### config.mk
export PLATFORM = sky130hd
export DESIGN_NAME = sha_ctrl_flat
export DESIGN_NICKNAME = d
export VERILOG_FILES = /design/src/rtl/sha_ctrl_pkg.sv /design/src/rtl/sha_ctrl_if.sv /design/src/rtl/sha_ctrl.sv /design/src/flat_wrapper.sv
export SDC_FILE = /design/constraint.sdc
export NUM_CORES = 1
export LEC_CHECK = 0
export BUFFER_PORTS_ARGS = -buffer_cell sky130_fd_sc_hd__buf_2
export CAP_MARGIN = 20
export CORE_ASPECT_RATIO = 1.25
export CORE_MARGIN = 3
export CORE_UTILIZATION = 29
export CTS_BUF_LIST = sky130_fd_sc_hd__clkbuf_2 sky130_fd_sc_hd__clkbuf_4 sky130_fd_sc_hd__clkbuf_8
export DETAILED_ROUTE_END_ITERATION = 8
export PLACE_DENSITY = 0.53
export SLEW_MARGIN = 5
export SYNTH_ARGS = -nofsm -noshare
export SYNTH_HDL_FRONTEND = slang
export SYNTH_SLANG_ARGS = --single-unit
### constraint.sdc
create_clock -name clk -period 2 [get_ports clk]
set_clock_uncertainty 0.05 [all_clocks]
set_input_delay 0.1 -clock clk [delete_from_list [all_inputs] [get_ports clk]]
set_output_delay 0.1 -clock clk [all_outputs]
set_load 0.01 [all_outputs]
### src/rtl/sha_ctrl_pkg.sv
// Shared constants and state encoding for the SHA-256 compression sequencer.
package sha_ctrl_pkg;

  localparam int unsigned ROUNDS = 64;
  localparam int unsigned RIDX_W = $clog2(ROUNDS);
  localparam int unsigned BLK_W  = 2;
  localparam int unsigned WORD_S = 32;

  typedef enum logic [2:0] {
    IDLE   = 3'd0,
    LOAD_H = 3'd1,
    INIT   = 3'd2,
    ROUND  = 3'd3,
    FINAL  = 3'd4,
    WAIT_H = 3'd5,
    DONE   = 3'd6
  } state_t;

endpackage

### src/rtl/sha_ctrl_if.sv
// Job/handshake bundle between the sequencer and the hash datapath/host.
interface sha_ctrl_if;
  import sha_ctrl_pkg::*;

  logic              start;
  logic [BLK_W-1:0]  nblk;
  logic              abort;
  logic              msg_valid;
  logic              hash_done;
  logic              en_H;
  logic              en_init;
  logic              en_round;
  logic [RIDX_W-1:0] round_idx;
  logic              en_regs;
  logic [BLK_W-1:0]  blk_idx;
  logic              msg_req;
  logic              busy;
  logic              done;

  // Sequencer side: consumes job/handshake inputs, drives datapath enables.
  modport master (
    input  start, nblk, abort, msg_valid, hash_done,
    output en_H, en_init, en_round, round_idx, en_regs, blk_idx, msg_req, busy, done
  );

  // Host/datapath side.
  modport slave (
    output start, nblk, abort, msg_valid, hash_done,
    input  en_H, en_init, en_round, round_idx, en_regs, blk_idx, msg_req, busy, done
  );

endinterface

### src/rtl/sha_ctrl.sv
// Sequencer for one to three chained SHA-256 block compressions per start.
module sha_ctrl
  import sha_ctrl_pkg::*;
(
  input  logic       clk,
  input  logic       reset,
  sha_ctrl_if.master bus
);

  state_t            state, state_nxt;
  logic [RIDX_W-1:0] round_q, round_nxt;
  logic [BLK_W-1:0]  blk_q, blk_nxt;
  logic [BLK_W-1:0]  nblk_q, nblk_nxt;
  logic              en_h_q, msg_req_q, en_round_q, en_regs_q, busy_q, done_q;

  // Next-state, round counter and block counter decode.
  always_comb begin
    state_nxt = state;
    round_nxt = round_q;
    blk_nxt   = blk_q;
    nblk_nxt  = nblk_q;
    unique case (state)
      IDLE: begin
        if (bus.start) begin
          state_nxt = LOAD_H;
          nblk_nxt  = (bus.nblk == '0) ? BLK_W'(1) : bus.nblk;
          blk_nxt   = '0;
        end
      end
      LOAD_H: state_nxt = INIT;
      INIT: begin
        if (bus.msg_valid) begin
          state_nxt = ROUND;
          round_nxt = '0;
        end
      end
      ROUND: begin
        if (round_q == RIDX_W'(ROUNDS - 1)) begin
          state_nxt = FINAL;
          round_nxt = '0;
        end else begin
          round_nxt = RIDX_W'(round_q + RIDX_W'(1));
        end
      end
      FINAL: state_nxt = WAIT_H;
      WAIT_H: begin
        if (bus.hash_done) begin
          // Chain into the next block without reloading H.
          if ((3'(blk_q) + 3'd1) < 3'(nblk_q)) begin
            blk_nxt   = BLK_W'(blk_q + BLK_W'(1));
            state_nxt = INIT;
          end else begin
            state_nxt = DONE;
          end
        end
      end
      DONE:    state_nxt = IDLE;
      default: state_nxt = IDLE;
    endcase
    // Abort overrides every transition, including a coincident hash_done.
    if (bus.abort && (state != IDLE)) begin
      state_nxt = IDLE;
      round_nxt = '0;
    end
  end

  // State/counters plus outputs registered from the next state.
  always_ff @(posedge clk or posedge reset) begin
    if (reset) begin
      state      <= IDLE;
      round_q    <= '0;
      blk_q      <= '0;
      nblk_q     <= BLK_W'(1);
      en_h_q     <= 1'b0;
      msg_req_q  <= 1'b0;
      en_round_q <= 1'b0;
      en_regs_q  <= 1'b0;
      busy_q     <= 1'b0;
      done_q     <= 1'b0;
    end else begin
      state      <= state_nxt;
      round_q    <= round_nxt;
      blk_q      <= blk_nxt;
      nblk_q     <= nblk_nxt;
      en_h_q     <= (state_nxt == LOAD_H);
      msg_req_q  <= (state_nxt == INIT);
      en_round_q <= (state_nxt == ROUND);
      en_regs_q  <= (state_nxt == FINAL);
      busy_q     <= (state_nxt != IDLE);
      done_q     <= (state_nxt == DONE);
    end
  end

  assign bus.en_H      = en_h_q;
  assign bus.msg_req   = msg_req_q;
  assign bus.en_round  = en_round_q;
  assign bus.round_idx = round_q;
  assign bus.en_regs   = en_regs_q;
  assign bus.blk_idx   = blk_q;
  assign bus.busy      = busy_q;
  assign bus.done      = done_q;
  // Message load fires in the very cycle the words are presented.
  assign bus.en_init   = (state == INIT) & bus.msg_valid;

endmodule

### src/flat_wrapper.sv
// flat-port wrapper written by rule: the top's interface ports become plain ports
module sha_ctrl_flat import sha_ctrl_pkg::*;
  (clk, reset, bus_start, bus_nblk, bus_abort, bus_msg_valid, bus_hash_done, bus_en_H, bus_en_init, bus_en_round, bus_round_idx, bus_en_regs, bus_blk_idx, bus_msg_req, bus_busy, bus_done);
  sha_ctrl_if bus_i ();
  input  logic clk;
  input  logic reset;
  input wire logic [$bits(bus_i.start)-1:0] bus_start;
  input wire logic [$bits(bus_i.nblk)-1:0] bus_nblk;
  input wire logic [$bits(bus_i.abort)-1:0] bus_abort;
  input wire logic [$bits(bus_i.msg_valid)-1:0] bus_msg_valid;
  input wire logic [$bits(bus_i.hash_done)-1:0] bus_hash_done;
  output wire logic [$bits(bus_i.en_H)-1:0] bus_en_H;
  output wire logic [$bits(bus_i.en_init)-1:0] bus_en_init;
  output wire logic [$bits(bus_i.en_round)-1:0] bus_en_round;
  output wire logic [$bits(bus_i.round_idx)-1:0] bus_round_idx;
  output wire logic [$bits(bus_i.en_regs)-1:0] bus_en_regs;
  output wire logic [$bits(bus_i.blk_idx)-1:0] bus_blk_idx;
  output wire logic [$bits(bus_i.msg_req)-1:0] bus_msg_req;
  output wire logic [$bits(bus_i.busy)-1:0] bus_busy;
  output wire logic [$bits(bus_i.done)-1:0] bus_done;
  assign bus_i.start = bus_start;
  assign bus_i.nblk = bus_nblk;
  assign bus_i.abort = bus_abort;
  assign bus_i.msg_valid = bus_msg_valid;
  assign bus_i.hash_done = bus_hash_done;
  assign bus_en_H = bus_i.en_H;
  assign bus_en_init = bus_i.en_init;
  assign bus_en_round = bus_i.en_round;
  assign bus_round_idx = bus_i.round_idx;
  assign bus_en_regs = bus_i.en_regs;
  assign bus_blk_idx = bus_i.blk_idx;
  assign bus_msg_req = bus_i.msg_req;
  assign bus_busy = bus_i.busy;
  assign bus_done = bus_i.done;
  sha_ctrl u_core (.clk(clk), .reset(reset), .bus(bus_i));
endmodule
---- Yosys cells after proc, flatten, opt, wreduce, memory -nomap -nowiden ----
Cells that the tools add are included.
cells by class
  $add $sub $neg .......................... 3
  order comparisons ....................... 1
  equal/unequal tests ..................... 15
  multiplexer cells ....................... 16
  bitwise gates (word level) .............. 1
  reduce and logical (&&, ||, !) cells .... 10
operators by type and width
  kind                                                 number
  two-way mux 3 bit                                    6
  two-way mux 6 bit                                    3
  one-hot mux 3 bit (6 select lines)                   1
  equality test 3 x 2 -> 1 bit, second input constant  4
  equality test 3 bit, second input constant           4
  one-hot mux 6 bit (2 select lines)                   1
  nonzero test 3 bit                                   3
  two-way mux 2 bit                                    4
  adder 6 x 1 -> 6 bit, second input constant          1
  equality test 3 x 1 -> 1 bit, second input constant  2
  equality test 6 bit, second input constant           1
  != test 2 bit, second input constant                 2
  one-hot mux 2 bit (2 select lines)                   1
  AND reduction 2 bit                                  2
  AND reduction 4 bit                                  1
  adder 2 x 1 -> 3 bit, second input constant          1
  logical NOT 3 bit                                    1
  less-than comparator 3 x 2 -> 1 bit                  1
  != test 3 x 2 -> 1 bit, second input constant        1
  adder 2 x 1 -> 2 bit, second input constant          1
  logical NOT 2 bit                                    1
  != test 2 x 1 -> 1 bit, second input constant        1
  nonzero test 2 bit                                   1
  bitwise AND 1 bit                                    1
  logical AND 1 bit                                    1
storage, ports and cells
  register bits after elaboration ......... 19
  output and inout bits ................... 15
  word-level logic and storage cells ...... 56

---- Logic depth before layout (Yosys ltp) ----
  depth after elaboration ................. 7
  mapped depth ............................ 6

---- Least setup slack after synthesis ----
OpenSTA, ideal clock, no wires.
  path type ............................... register -> register
  from .................................... reg u_core.blk_q[0], in the netlist u_core.bus.blk_idx[0]
  to ...................................... reg u_core.blk_q[0], in the netlist u_core.bus.blk_idx[0]
  setup time .............................. 0.080 ns
  arrival ................................. 1.710 ns
  required time ........................... 1.870 ns
  slack ................................... 0.160 ns
  cell stages (with the launch flop) ...... 6
  buffers on the path ..................... 0
  period minus slack after synthesis ...... 1.840 ns
  cells stage by stage .................... dfrtp_1 fa_1 nor2b_1 a211oi_2 nor2b_1 mux2i_1
between the ends
  cells in the longest elaborated chain, start to end .. 4
  elaborated cells between the ends (all ways) .. 8
  those cells by class .................... add/sub: 2; order compare: 1; eq/ne: 1; mux: 3; reduce/logical: 1
RTL lines
  item                                                                                 line                            text
  start: declaration                                                                   sha_ctrl.sv:12                  logic [BLK_W-1:0] blk_q, blk_nxt;
  start signal: assignment                                                             sha_ctrl.sv:83                  blk_q <= blk_nxt;
  adder 2 x 1 -> 3 bit or adder 2 x 1 -> 2 bit (tied branches)                         sha_ctrl.sv:49, sha_ctrl.sv:50
  less-than comparator 3 x 2 -> 1 bit or two-way mux 2 bit (tied branches)             sha_ctrl.sv:49                  if ((3'(blk_q) + 3'd1) < 3'(nblk_q)) begin
  != test 2 x 1 -> 1 bit (no line) or two-way mux 2 bit (tied branches)                --
  AND reduction 4 bit (no line) or one-hot mux 2 bit (2 select lines) (tied branches)  --
Parallel ways exist; a longest one is shown, timed or not. The select of a mux whose other input is x is not followed.
A chain may end at the register's enable or synchronous reset.

---- Worst setup path in the final report ----
  from .................................... reg u_core.blk_q[1], in the netlist u_core.bus.blk_idx[1]
  to ...................................... reg u_core.blk_q[0], in the netlist u_core.bus.blk_idx[0]
between the ends
  cells in the longest elaborated chain, start to end .. 4
RTL lines
  item                                 line
  adder 2 x 1 -> 3 bit                 sha_ctrl.sv:49
  less-than comparator 3 x 2 -> 1 bit  sha_ctrl.sv:49
  != test 2 x 1 -> 1 bit (no line)     --
  AND reduction 4 bit (no line)        --
No other way between the ends.

==> out/summary.txt <==
total area of multi-input combinational cells - 543 sq um
total grt overflow - 0
critical path required time - 2.13 ns
maximum fanout along the worst path - 4
area growth from synthesis to final layout - 21.6%
Power Density - 980 nW/um^2
most used routing layer in global routing - met2
Register Area - 477 sq um
post-layout minimum cycle time - 1.86 ns
global routing met2 resource utilization - 21.0%
post-route insts no fill - 166
Crit Path Class - reg2reg
share of layout cells above drive strength 1 - 34.1%
Avg Inst Size Synth - 10.4 sq um
total cell area at the placement stage - 1220 sq um
Yosys warnings - 0
antenna violations before repair - 0
met1 GRT Util - 14.6%
number of flops mapped to enable cells by yosys - 0
Slew Limit Fails - 0
global-route met3 utilization - 2.46%
kind of start point of the critical path - flop
Yosys top cell area share - 42.6%
number of post-CTS setup repair buffers - 0
CTS clk-pin slew, worst paths - 0.08 ns
Slew @ Worst Pin - 0.749 ns
final hold violations - 0
complex-gate fraction of the synthesized area - 18.0%
CP bufs+invs - 0
RSZ-0062 raised after global routing - false
Root Driver - sky130_fd_sc_hd__clkbuf_8
final period utilization - 92.9%
Placed Cells incl. Taps - 161
global router's overall resource usage - 12.3%
Final Power - 0.00126 W
Post-Synth XOR/XNOR Area - 0.827%
arrival time at the worst endpoint - 1.99 ns
number of max-cap violations - 0
overall die width - 60.0 um
router iterations before antenna repair - 4
async set-reset flop share out of synthesis - 100%
cell accounting for the most synthesized area - sky130_fd_sc_hd__dfrtp_1
# fillers - 366
worst vdd rail ir drop - 0.461 mV
worst hold slack - 0.0329 ns
kind of end point of the critical path - flop
Hold Path Class - in2reg
library cells used by synthesis - 42
wirelength, routed - 2350 um
leading cell types by count after synthesis - sky130_fd_sc_hd__dfrtp_1 (18), sky130_fd_sc_hd__nand2_1 (14), sky130_fd_sc_hd__inv_1 (6), sky130_fd_sc_hd__o21ai_0 (6)
most used flip-flop cell after synthesis - sky130_fd_sc_hd__dfrtp_1
wire length of the first global-routing pass - 4080 um
die footprint - 4420 sq um
status - completed
Post-Synthesis Cells - 102
CTS Buf Count - 3
final non-filler cell area - 1290 sq um
syn_nets - 113
antenna diode count - 0
post-route ant nets - 0
Die Ht - 73.5 um
sequential cell area fraction in the yosys report - 45.0%
dominant combinational cell family by area after synthesis - simple AND/OR/NAND/NOR gates
Port Buffers - 22
cells taking the most area after synthesis - sky130_fd_sc_hd__dfrtp_1 (43%), sky130_fd_sc_hd__nand2_1 (5.0%), sky130_fd_sc_hd__nor2b_1 (3.0%)
CTS Buffer Depth - 2
via count normalized by instance count - 5.22
vias in the first global route - 894
remaining max-slew budget at the tightest pin - 50.0%
Iteration-0 DRC Markers - 25
P_leak - 0.614 nW
placeable core area - 3340 sq um
Slowest cell on crit path - sky130_fd_sc_hd__fa_1
final weighted congestion in routability-driven placement - 0.824
most used standard cell by instance count after synthesis - sky130_fd_sc_hd__dfrtp_1
Cell Area, Synth - 1060 sq um
maximum clock rate - 538 MHz
Core Rows - 23
Boundary Pins - 23
starting utilization of the core area - 31.7%
Setup Viol. Count Final - 0
via total after detailed routing - 867
cells along the critical path - fa_1 > nor2b_1 > a211oi_2 > nor2b_2 > mux2i_1
clock latency on the worst-skew pair - 0.26 ns
Max H-tree Level - 1
Worst path max stage delay - 0.46 ns
sum of net half-perimeters after detailed placement - 1800 um
Setup TNS - 0 ns
clock tree from TritonCTS - yes
critical path's top delay family - adder cells
area share of and/or/nand/nor cells after synthesis - 24.5%
largest net degree at the start of global routing - 20
number of remaining DRC errors - 0
per-cell routed wire length - 14.2 um
fraction of the mapped netlist area in adder cells - 4.26%
clock net sink count - 19
Net count, final - 141
share of cell area taken by muxes after synthesis - 2.96%
flops & latches, synth - 19
-- layout make-up --
type                    count  share of cell area [%]
multi-input cells          73                    42.2
flip-flops and latches     19                    37.0
repair buffers             27                    11.7
well taps                  37                    3.60
clock buffers               3                    3.21
inverters                   6                    1.75
clock inverters             1                   0.583
-- worst register-to-register path, stage by stage, from the launching register on --
cell,delay [ns]
sky130_fd_sc_hd__dfrtp_1,0.43
sky130_fd_sc_hd__fa_1,0.46
sky130_fd_sc_hd__nor2b_1,0.16
sky130_fd_sc_hd__a211oi_2,0.22
sky130_fd_sc_hd__nor2b_2,0.25
sky130_fd_sc_hd__mux2i_1,0.21
-- placed cells by master, fill, tap and decap left out, drive strengths merged, types with 3 or more instances in the layout --
master  instances
nand2          14
o21ai           6
nor2            5
inv             6
clkbuf          3
buf            26
dfrtp          18
nor2b           5
-- power by group --
| group | leakage (nW) | internal (W) | switching (W) |
|---|---|---|---|
| registers | 0.253 | 0.000470 | 0.0000671 |
| logic | 0.340 | 0.000200 | 0.000244 |
| clock network | 0.0217 | 0.000141 | 0.000140 |
| total | 0.614 | 0.000811 | 0.000451 |
-- stage by stage --
step / utilization (%) / worst slack, ns
detailed placement: 36.5 / 0.0819
global route: 38.6 / 0.00583
floorplan: - / 0.160
finish: 38.6 / 0.142
CTS: 38.3 / 0.0540
global placement: 36.5 / 0.155
-- layer usage --
metal / vias up / wire (um)
met5: - / 0
met4: 0 / 31
met3: 4 / 115
met2: 19 / 1180
met1: 425 / 1020
li1: 419 / -
-- what timing repair did --
item / in CTS / in global routing
hold buffers: 1 / 0
setup endpoints to repair: 0 / 4
hold endpoints to repair: 18 / 0
gates resized for setup: 0 / 3
-- state kept, by name, indices dropped and copies added (netlist names) --
name,flops
u_core.bus.round_idx,6
u_core.state,3
u_core.bus.blk_idx,2
u_core.nblk_q,2
u_core.bus.busy,1
u_core.bus.done,1
u_core.bus.en_H,1
u_core.bus.en_regs,1
u_core.bus.en_round,1
u_core.bus.msg_req,1
-- final timing paths --
path / start / depth (start not counted) / end / slack (ns)
min: bus_nblk[1] / 2 / u_core.nblk_q[1]$_DFFE_PP0P_ / 0.03
max: u_core.bus.blk_idx[1]$_DFFE_PP0P_ / 5 / u_core.bus.blk_idx[0]$_DFFE_PP0P_ / 0.14
min in group asynchronous: reset / 3 / u_core.bus.en_H$_DFF_PP0_ / 0.46
max reg2reg: u_core.bus.blk_idx[1]$_DFFE_PP0P_ / 5 / u_core.bus.blk_idx[0]$_DFFE_PP0P_ / 0.14
min reg2reg: u_core.nblk_q[0]$_DFFE_PP1P_ / 2 / u_core.nblk_q[0]$_DFFE_PP1P_ / 0.44
max in group asynchronous: reset / 3 / u_core.bus.blk_idx[0]$_DFFE_PP0P_ / 0.98
-- cell families after synthesis --
logic type / Yosys count
multiplexers: 3
XOR/XNOR: 1
flip-flops: 19
adder cells (fa/ha/maj): 3
buffers and inverters: 10
AND/OR/NAND/NOR: 43
AO/OA/AOI/OAI: 23
Note: power is estimated with default switching activity, not from simulation.
